==> src/rtl/win_buzzer_ctrl.sv <==
// Round-end detector: confirms a mode-selected board win over several cycles,
// then drives a timed, acknowledgeable buzzer pulse and a saturating win counter.
module win_buzzer_ctrl #(
    parameter int NUM_CELLS      = 32,
    parameter int CONFIRM_CYCLES = 4,
    parameter int BUZZ_CYCLES    = 1000,
    parameter int COUNT_W        = 8
) (
    input  logic                 clk,
    input  logic                 reset,
    input  logic                 arm,
    input  logic [1:0]           mode,
    input  logic [NUM_CELLS-1:0] screen_values,
    input  logic [NUM_CELLS-1:0] target,
    input  logic                 ack,
    output logic                 win,
    output logic                 buzz,
    output logic                 armed,
    output logic [COUNT_W-1:0]   win_count
);

    localparam int CONF_W = (CONFIRM_CYCLES > 1) ? $clog2(CONFIRM_CYCLES) : 1;
    localparam int BUZZ_W = (BUZZ_CYCLES > 1) ? $clog2(BUZZ_CYCLES) : 1;
    localparam logic [CONF_W-1:0] CONF_LAST = CONF_W'(CONFIRM_CYCLES - 1);
    localparam logic [BUZZ_W-1:0] BUZZ_LAST = BUZZ_W'(BUZZ_CYCLES - 1);

    typedef enum logic [1:0] {
        IDLE  = 2'd0,
        ARMED = 2'd1,
        WIN   = 2'd2,
        DONE  = 2'd3
    } state_t;

    state_t              state, state_d;
    logic [1:0]          mode_q, mode_d;
    logic [CONF_W-1:0]   conf_q, conf_d;
    logic [BUZZ_W-1:0]   timer_q, timer_d;
    logic                win_d, buzz_d, armed_d;
    logic [COUNT_W-1:0]  count_d;
    logic                match;

    // Win condition uses the mode captured at arm, never the live mode input.
    always_comb begin
        match = 1'b0;
        case (mode_q)
            2'b00:   match = (screen_values == '0);
            2'b01:   match = (screen_values == '1);
            2'b10:   match = (screen_values == target);
            default: match = 1'b0;
        endcase
    end

    always_comb begin
        state_d = state;
        mode_d  = mode_q;
        conf_d  = conf_q;
        timer_d = timer_q;
        win_d   = win;
        buzz_d  = buzz;
        count_d = win_count;

        if (arm) begin
            state_d = ARMED;
            mode_d  = mode;
            conf_d  = '0;
            timer_d = '0;
            win_d   = 1'b0;
            buzz_d  = 1'b0;
        end else begin
            case (state)
                ARMED: begin
                    if (!match) begin
                        conf_d = '0;
                    end else if (conf_q == CONF_LAST) begin
                        state_d = WIN;
                        win_d   = 1'b1;
                        buzz_d  = 1'b1;
                        conf_d  = '0;
                        timer_d = '0;
                        if (win_count != '1) begin
                            count_d = win_count + 1'b1;
                        end
                    end else begin
                        conf_d = conf_q + 1'b1;
                    end
                end
                // Ack and timer expiry share one exit so they cannot double-fire.
                WIN: begin
                    if (ack || (timer_q == BUZZ_LAST)) begin
                        state_d = DONE;
                        buzz_d  = 1'b0;
                    end else begin
                        timer_d = timer_q + 1'b1;
                    end
                end
                default: begin
                end
            endcase
        end

        armed_d = (state_d == ARMED);
    end

    always_ff @(posedge clk or negedge reset) begin
        if (!reset) begin
            state     <= IDLE;
            mode_q    <= 2'b00;
            conf_q    <= '0;
            timer_q   <= '0;
            win       <= 1'b0;
            buzz      <= 1'b0;
            armed     <= 1'b0;
            win_count <= '0;
        end else begin
            state     <= state_d;
            mode_q    <= mode_d;
            conf_q    <= conf_d;
            timer_q   <= timer_d;
            win       <= win_d;
            buzz      <= buzz_d;
            armed     <= armed_d;
            win_count <= count_d;
        end
    end

endmodule

==> config.mk <==
export PLATFORM = sky130hd
export DESIGN_NAME = win_buzzer_ctrl
export DESIGN_NICKNAME = d
export VERILOG_FILES = /design/src/rtl/win_buzzer_ctrl.sv
export SDC_FILE = /design/constraint.sdc
export NUM_CORES = 1
export LEC_CHECK = 0
export BUFFER_PORTS_ARGS = -buffer_cell sky130_fd_sc_hd__buf_4
export CORE_MARGIN = 2
export CORE_UTILIZATION = 50
export DETAILED_ROUTE_END_ITERATION = 8
export PLACE_DENSITY = 0.91
export SLEW_MARGIN = 20
export SYNTH_ARGS = -nofsm -noshare
export SYNTH_HDL_FRONTEND = slang
export SYNTH_SLANG_ARGS = --single-unit
==> constraint.sdc <==
create_clock -name clk -period 4.2 [get_ports clk]
set_clock_uncertainty 0.05 [all_clocks]
set_input_delay 0.42 -clock clk [delete_from_list [all_inputs] [get_ports clk]]
set_output_delay 0.42 -clock clk [all_outputs]
set_load 0.01 [all_outputs]
# Word level (Yosys, flattened, before mapping)
# Index checks and enable logic that the tools add are counted.
# word_totals
ff_bits	27
latch_bits	0
ramBits	0
romBits	0
in_bits	70
out_inout_bits	11
wordCells	59
n_memories	0
# op_classes
addsub	3
mul	0
div	0
magnitude_cmp	0
eq_ne	14
shift	0
muxes	22
bitwise	1
reduce_logical	11
# ops
op	count
$mux 10	4
$eq 32x32->1	1
$eq 32x32->1 const B	1
$logic_not 32->1	1
$pmux 10 s2	1
$mux 2	8
$ne 3x3->1 const B	4
$add 10x1->10 const B	1
$eq 10x10->1 const B	1
$add 8x1->8 const B	1
$ne 8x8->1 const B	1
$reduce_and 4->1	2
$eq 2x1->1 const B	3
$eq 2x2->1 const B	3
$mux 1	6
$reduce_bool 2->1	3
$reduce_and 5->1	1
$pmux 2 s2	1
$pmux 1 s3	1
$reduce_and 3->1	1
$reduce_bool 3->1	1
$add 2x1->2 const B	1
$logic_not 2->1	1
$pmux 1 s2	1
2 further kinds	2

# Logic depth before layout (Yosys ltp)
# Gate-level depths: netlist of the first run.
# logic_depth
word_depth	6
ltp_mapped	12
depth_no_buf	10

# Worst setup path after synthesis of the first run
# OpenSTA, ideal clock, no wires.
# synth_path
path_kind	reg-to-reg
startpoint	register mode_q[0]
endpoint	register win_count[1]
setup_time_ns	0.128
arrival_time_ns	2.696
required_time_ns	4.022
path_slack_ns	1.327
stages_incl_launch_ff	12
n_path_buf	1
period_less_slack_ns	2.873
path_cell_list	dfrtp_1 inv_1 ha_1 inv_2 buf_6 or4_1 a32oi_2 nand4_1 or3_4 a21oi_4 nand2_2 mux2_1
# synth_via
elab_chain_cells	3
elab_cells_between_ends	5
classes_between	2 x eq/ne; 1 x mux; 2 x reduce/logical
# synth_rtl
item	line	source
from (decl)	35	logic [1:0] mode_q, mode_d;
from (signal assigned)	116	mode_q <= mode_d;
$eq 2x2->1, or another cell as far along	45	case (mode_q)
$pmux 1 s3 (*)	45	
$reduce_and 5->1 (no line) (*)	-	
to (signal assigned)	122	win_count <= count_d;
to (decl)	19	output logic [COUNT_W-1:0] win_count
# Mark *: on every way between the ends. The rest lies on a longest branch, timed or not.
# A chain may end at the register's enable or synchronous reset.

# Worst setup path in the final report of the first run
# layout_path
startpoint	register mode_q[0]
endpoint	register timer_q[6]
# layout_via
elab_chain_cells	4
elab_cells_between_ends	6
classes_between	3 x eq/ne; 1 x mux; 2 x reduce/logical
# layout_rtl
item	line	source
$eq 2x2->1, or another cell as far along	45	
$pmux 1 s3 (*)	45	
$ne 3x3->1 (no line) (*)	-	
$reduce_and 4->1 (no line) (*)	-	
to (signal assigned)	118	timer_q <= timer_d;
to (decl)	37	logic [BUZZ_W-1:0] timer_q, timer_d;
# Marked as above.

==> results of run 1 <==
-- critical path: cells and delay by family (launching register included) --
family / cells / cell delay, ns
and+or+nand+nor: 5 / 1.64
adders and majority gates: 1 / 0.50
buffers and inverters: 2 / 0.32
DFF: 1 / 0.39
AOI/OAI and AO/OA: 2 / 0.53
-- timing repair --
action                                 CTS  global route
resized for setup                        0             0
hold buffers                             1             0
endpoints found under the hold margin   27             0
-- per-stage QoR --
step | instances | utilization, %
detailed placement | 411 | 66.95
finish | 416 | 68.30
global placement | 411 | 66.95
global route | 416 | 68.30
CTS | 416 | 68.30
floorplan | 286 | -
-- synthesized netlist by cell type, drive strengths merged (6+ instances only) --
master	number
nand2b	8
a31oi	11
nor3	7
o211ai	6
nor2	16
nand2	18
dfrtp	27
nand4	10
nor3b	10
nand3	20
and3	7
a21oi	8
and2	8
xnor2	11
ha	9
nor2b	12
or4	8
a32oi	6
inv	24
nor4	9
-- cells in the final DEF (no fill, tap or decap), types with 2 or more instances in the layout --
cell / synthesis / routed
or4_1: 8 / 8
o22ai_1: 5 / 5
nor3_1: 7 / 7
and2_1: 8 / 8
clkbuf_8: 0 / 3
a2111oi_0: 2 / 2
dfrtp_1: 27 / 27
o211ai_1: 6 / 6
nor4b_1: 2 / 2
buf_4: 0 / 80
a21oi_1: 7 / 7
a31oi_1: 11 / 11
a41o_1: 2 / 2
xor2_1: 2 / 2
inv_1: 23 / 23
nor3b_1: 10 / 10
a32oi_1: 5 / 5
a22oi_1: 2 / 2
ha_1: 9 / 9
nor2b_1: 12 / 12
nand2_1: 17 / 17
o2111ai_1: 3 / 3
nand3_1: 19 / 19
nor2_1: 15 / 15
or3_1: 4 / 4
and3_1: 7 / 7
and4_1: 2 / 2
xnor2_1: 11 / 11
o21ai_0: 5 / 5
a2111o_1: 2 / 2
nand4_1: 10 / 10
nand2b_1: 8 / 8
nor4_1: 8 / 8
-- final cells by class --
type	count	area, um2	share of cell area [%]
Tap cell	52	65.06	2.143
Timing Repair Buffer	81	610.6	20.12
Clock inverter	1	8.758	0.2885
Clock buffer	3	41.29	1.360
Multi-Input combinational cell	227	1540	50.74
Sequential cell	27	675.6	22.26
Inverter	25	93.84	3.092
-- power breakdown --
group	leakage, uW	switching, uW	internal, uW	total, uW
logic	0.000951	105	90.0	195
registers	0.000365	3.35	266	269
clock network	0.0000261	87.4	69.8	157
-- routing by layer --
layer,up-vias,track usage (%),wire length (um)
li1,1234,-,-
met1,1236,34.00,2937
met2,107,45.96,3355
met3,20,4.972,379
met4,0,7.819,156
met5,-,0,0
-- flip-flops by register name, summed over array words and instances, names as in the netlist --
signal     flops
armed          1
buzz           1
conf_q         2
mode_q         2
state          2
timer_q       10
win            1
win_count      8
-- cell families after synthesis --
family | Yosys count | synth area share [%]
AO/OA/AOI/OAI | 59 | 18.79
XOR/XNOR | 13 | 4.843
adder cells (fa/ha/maj) | 9 | 4.790
buffers and inverters | 32 | 5.747
flip-flops | 27 | 28.74
multiplexers | 3 | 1.384
AND/OR/NAND/NOR | 143 | 35.71
-- how the worst max path moves through the flow --
| stage | from | endpoint |
|---|---|---|
| finish | mode_q[0] | timer_q[6] |
| global route | mode_q[0] | timer_q[9] |
| CTS | mode_q[0] | timer_q[6] |
| detailed placement | mode_q[0] | win_count[1] |
| global placement | mode_q[0] | win_count[1] |
| floorplan | mode_q[0] | win_count[1] |
==> flow_metrics.py, run 1 <==
metrics = {
    "logic_synthesis": {
        "postSynthCellCount": 286,
        "synth_area_leader_cell": "dfrtp_1",
        "synth_seq_cells": 27,
        "ys_top_cells_by_area": "dfrtp_1 29%, ha_1 4.8%, xnor2_1 4.1%, nand3_1 4.0%, inv_1 3.7%",
        "syn-cell-area_um2": 2351,
        "yosysSeqAreaShare_pct": 28.74,
        "synth-main-ff-cell": "dfrtp_1",
        "avgSynthCellArea_um2": 8.220,
        "ys_warn_count": 0,
        "synth_nets": 365,
        "synthArstFlopShare_pct": 100.0,
        "yosysUniqueCellTypes": 53,
        "synth_edf_count": 0,
        "synth_top_area_share_pct": 28.74,
    },
    "worst_setup_path": {
        "r2r_end": "timer_q[6]",
        "cp_common_cell": "or4_1",
        "worstSetupEndpointType": "register",
        "critPathKind": "register to register",
        "crit_chain": "inv_1 > ha_1 > inv_2 > or4_1 > a32oi_1 > nand3_2 > nor4_4 > nor2_2 > or4_1 > a31oi_1",
        "ff2ff_path_depth": 10,
        "required_ns": 4.35,
        "cp-start-kind": "register",
        "crit_arrival_ns": 3.66,
        "worstReg2RegStart": "mode_q[0]",
        "crit_slowest_cell": "or4_1",
        "max_stage_delay_ns": 0.56,
        "rrSetupSlack_ns": 0.68,
        "crit_fanout": 17,
    },
    "floorplanning": {
        "die_w_um": 72.57,
        "fp-row-count": 24,
        "core_area_um2": 4444,
        "initial_core_util_pct": 52.90,
        "die_h_um": 72.57,
        "dieArea_um2": 5266,
        "pin_count": 81,
    },
    "grt": {
        "grt_max_degree": 28,
        "antenna_found_initial": 0,
        "grt_pass1_vias": 2450,
        "grt_pass1_wl_mm": 11.15,
        "grt_use_total_pct": 26.66,
        "grt_overflow": 0,
    },
    "clocking": {
        "numCtsBuffers": 3,
        "cts.sinks": 27,
        "clkTransAtPathRegs_ns": 0.10,
        "cts_root_buf": "clkbuf_8",
        "htreeDepth": 1,
        "clock_latency_ns": 0.28,
        "cts_tree": "done",
        "postCtsSetupRepairBufs": 0,
        "clock_path_buffers": 2,
    },
    "finish": {
        "diodes": 0,
        "nFillCells": 375,
        "layout-drive-gt1-share_pct": 25.55,
        "stdcell_area_um2": 3035,
        "fin_nets": 444,
        "area_growth_syn_to_layout_pct": 29.11,
    },
    "detailed_routing": {
        "ant_nets": 0,
        "drt-total-wl_mm": 6.828,
        "drt_iter0_markers": 233,
        "drt_pre_antenna_iters": 5,
        "wire_per_inst_um": 16.41,
        "drc": 0,
        "num_vias": 2597,
        "avgViaCountPerCell": 6.243,
    },
    "timing": {
        "setup-tns-final_ns": 0,
        "relSlewSlack_pct": 60.61,
        "slew_viol_final": 0,
        "worst_slew_pin_slew_ns": 0.5882,
        "period_needed_ns": 3.516,
        "finalSetupViolations": 0,
        "hold_viol_final": 0,
        "holdWs_ns": 0.3051,
        "fin_crit_sh_pct": 83.70,
        "fin_ws_ns": 0.6844,
        "max_clock_freq_mhz": 284.5,
        "rsz0062_at_grt": "false",
    },
    "power_and_ir_drop": {
        "p_leak_uw": 0.001342,
        "power.total_uw": 621.3,
        "power.density_nw_per_um2": 204.7,
        "ir_drop_mv": 0.2213,
    },
    "placement": {
        "place_area_um2": 2975,
        "place_ws_ns": 0.7694,
        "portBuffers": 80,
        "dp_hpwl_mm": 5.422,
        "gp_congestion": 0.9221,
    },
    "min_path": {
        "hold_path_end": "mode_q[0]",
        "min-delay-start": "mode[0]",
        "hold_depth": 3,
        "hp-class": "primary input to register",
    },
    "status": {
        "status": "completed",
    },
    "run": {
        "maxCapViolCount": 0,
    },
}
No activity file was read; power rests on OpenSTA's default activity.
==> run 2: changes to the inputs <==
Settings changed: CORE_UTILIZATION 50 to 46, PLACE_DENSITY 0.91 to 0.88.
Clock period 4.2 ns to 3.2 ns, I/O delays scaled along.
==> run 2 against run 1 <==
Critical path depth is the same. Largest power group unchanged. Die area is 8.2% higher. Via count up 0.12%. Clock-buffer cell count unchanged. First-iteration DRC count rose by 4.7%. Cell area grew 2.7%. Highest routed layer unchanged. Routed wire length down 3.7%. Register-to-register slack worse by 0.49 ns. Maximum frequency up 17%.
==> flow_metrics.py, run 2 (synthesized netlist as in run 1, its figures left out) <==
metrics = {
    "power_and_ir_drop": {
        "switching_share_pct": 31.83,
        "p_clk_share_pct": 24.9,
        "ir_drop_mv": 0.1593,
        "p_int_uw": 559.7,
        "seq_power_share_pct": 43.2,
        "p_leak_uw": 0.001361,
        "power.total_uw": 821.1,
        "power.density_nw_per_um2": 263.4,
        "p_switching_uw": 261.3,
        "power_frac_comb_pct": 31.9,
    },
    "detailed_routing": {
        "drt_iter0_markers": 244,
        "avgViaCountPerCell": 5.936,
        "num_vias": 2600,
        "drc": 0,
        "ant_nets": 0,
        "drt-total-wl_mm": 6.577,
        "drt_pre_antenna_iters": 5,
        "wire_per_inst_um": 15.02,
    },
    "finish": {
        "diodes": 0,
        "layout_commonest_cell": "buf_4",
        "multi_input_comb_area_um2": 1570,
        "largest_register": "timer_q",
        "layout_common_cells": "84 x buf_4, 27 x dfrtp_1, 23 x inv_1",
        "fin_util_pct": 62.21,
        "area_growth_syn_to_layout_pct": 32.57,
        "largest_reg_flops": 10,
        "ff_latch_area_um2": 675.6,
        "nFillCells": 461,
        "fin_nets": 448,
        "layout-drive-gt1-share_pct": 27.17,
        "top_regs": "timer_q x10, win_count x8",
    },
    "worst_setup_path": {
        "crit_arrival_ns": 3.15,
        "cp-start-kind": "register",
        "critPathKind": "register to register",
        "crit_fanout": 16,
        "worstSetupEndpointType": "register",
        "required_ns": 3.35,
    },
    "grt": {
        "grt_overflow": 0,
        "grt_use_total_pct": 24.38,
        "antenna_found_initial": 0,
        "grt_max_degree": 28,
        "grt_pass1_wl_mm": 10.98,
        "grt_pass1_vias": 2472,
    },
    "floorplanning": {
        "die_h_um": 75.49,
        "pin_count": 81,
        "dieArea_um2": 5699,
        "fp-row-count": 26,
        "die_w_um": 75.49,
        "core_area_um2": 5010,
        "initial_core_util_pct": 46.93,
    },
    "timing": {
        "setup-tns-final_ns": 0,
        "finalSetupViolations": 0,
        "relSlewSlack_pct": 59.15,
        "fin_crit_sh_pct": 93.81,
        "period_needed_ns": 3.002,
        "worst_slew_pin_slew_ns": 0.6098,
        "max_clock_freq_mhz": 333.1,
        "hold_viol_final": 0,
        "slew_viol_final": 0,
    },
    "placement": {
        "portBuffers": 80,
        "gp_congestion": 0.9483,
        "dp_hpwl_mm": 5.238,
    },
    "run": {
        "maxCapViolCount": 0,
    },
    "clocking": {
        "clock_path_buffers": 2,
        "cts_tree": "done",
        "clock_latency_ns": 0.28,
        "numCtsBuffers": 3,
        "clkTransAtPathRegs_ns": 0.10,
        "postCtsSetupRepairBufs": 0,
        "cts.sinks": 27,
        "htreeDepth": 1,
        "cts_root_buf": "clkbuf_8",
    },
    "min_path": {
        "hp-class": "primary input to register",
    },
    "status": {
        "status": "completed",
    },
}
==> run 2: final timing paths <==
path	startpoint	to	slack (ns)	cells after the start
max	mode_q[0]	timer_q[3]	0.20	10
min	mode[0]	mode_q[0]	0.20	3
max reg2reg	mode_q[0]	timer_q[3]	0.20	10
min reg2reg	win_count[6]	win_count[6]	0.45	1
max in group asynchronous	reset	state[1]	2.41	2
min in group asynchronous	reset	timer_q[3]	0.44	2
==> run 2: cell type report <==
| cell class | count | share of cell area, % |
|---|---|---|
| Clock inverter | 1 | 0.2409 |
| Clock buffer | 3 | 1.325 |
| Tap cell | 70 | 2.810 |
| Multi-Input combinational cell | 227 | 50.38 |
| Inverter | 25 | 3.011 |
| Sequential cell | 27 | 21.68 |
| Timing Repair Buffer | 85 | 20.55 |
==> run 2: routing by layer <==
metal | global-route usage, % | up-vias | wire length, um | part of all wire, %
li1 | - | 1244 | - | -
met1 | 32.65 | 1206 | 2759 | 42
met5 | 0 | - | 0 | 0
met2 | 40.29 | 133 | 3176 | 48
met3 | 2.778 | 17 | 459 | 7.0
met4 | 9.552 | 0 | 181 | 2.8
==> run 2: power by group through the flow <==
stage / Clock [uW] / Combinational [uW] / Sequential (uW)
detailed placement: 0 / 251 / 360
floorplan: 0 / 127 / 361
global route: 213 / 288 / 355
CTS: 205 / 253 / 354
global placement: 0 / 247 / 360
finish: 205 / 262 / 354
==> run 2: what timing repair did <==
action	CTS	global route
endpoints found under the setup margin	0	13
endpoints found under the hold margin	27	0
gates resized for setup	0	6
hold buffers	1	0
==> run 2: critical path, stage by stage, from the launching register on <==
cell and delay, ns:
dfrtp_1 0.40, inv_1 0.11, ha_2 0.23, inv_2 0.10, or4_1 0.53, a32oi_1 0.31, nand3_2 0.15, nor4_4 0.23
nor2_4 0.13, or4_1 0.48, a31oi_1 0.19
==> run 2: stage by stage <==
step	cells	cell area (um2)	worst slack (ns)	hold WS, ns
2_1_floorplan	286	2351	0.3267	-0.02559
3_3_place_gp	433	3028	0.2736	0.1988
3_5_place_dp	433	3028	0.1127	0.1987
4_1_cts	438	3087	0.07486	0.2059
5_1_grt	438	3117	-0.0001976	0.2228
6_report	438	3117	0.1979	0.2000
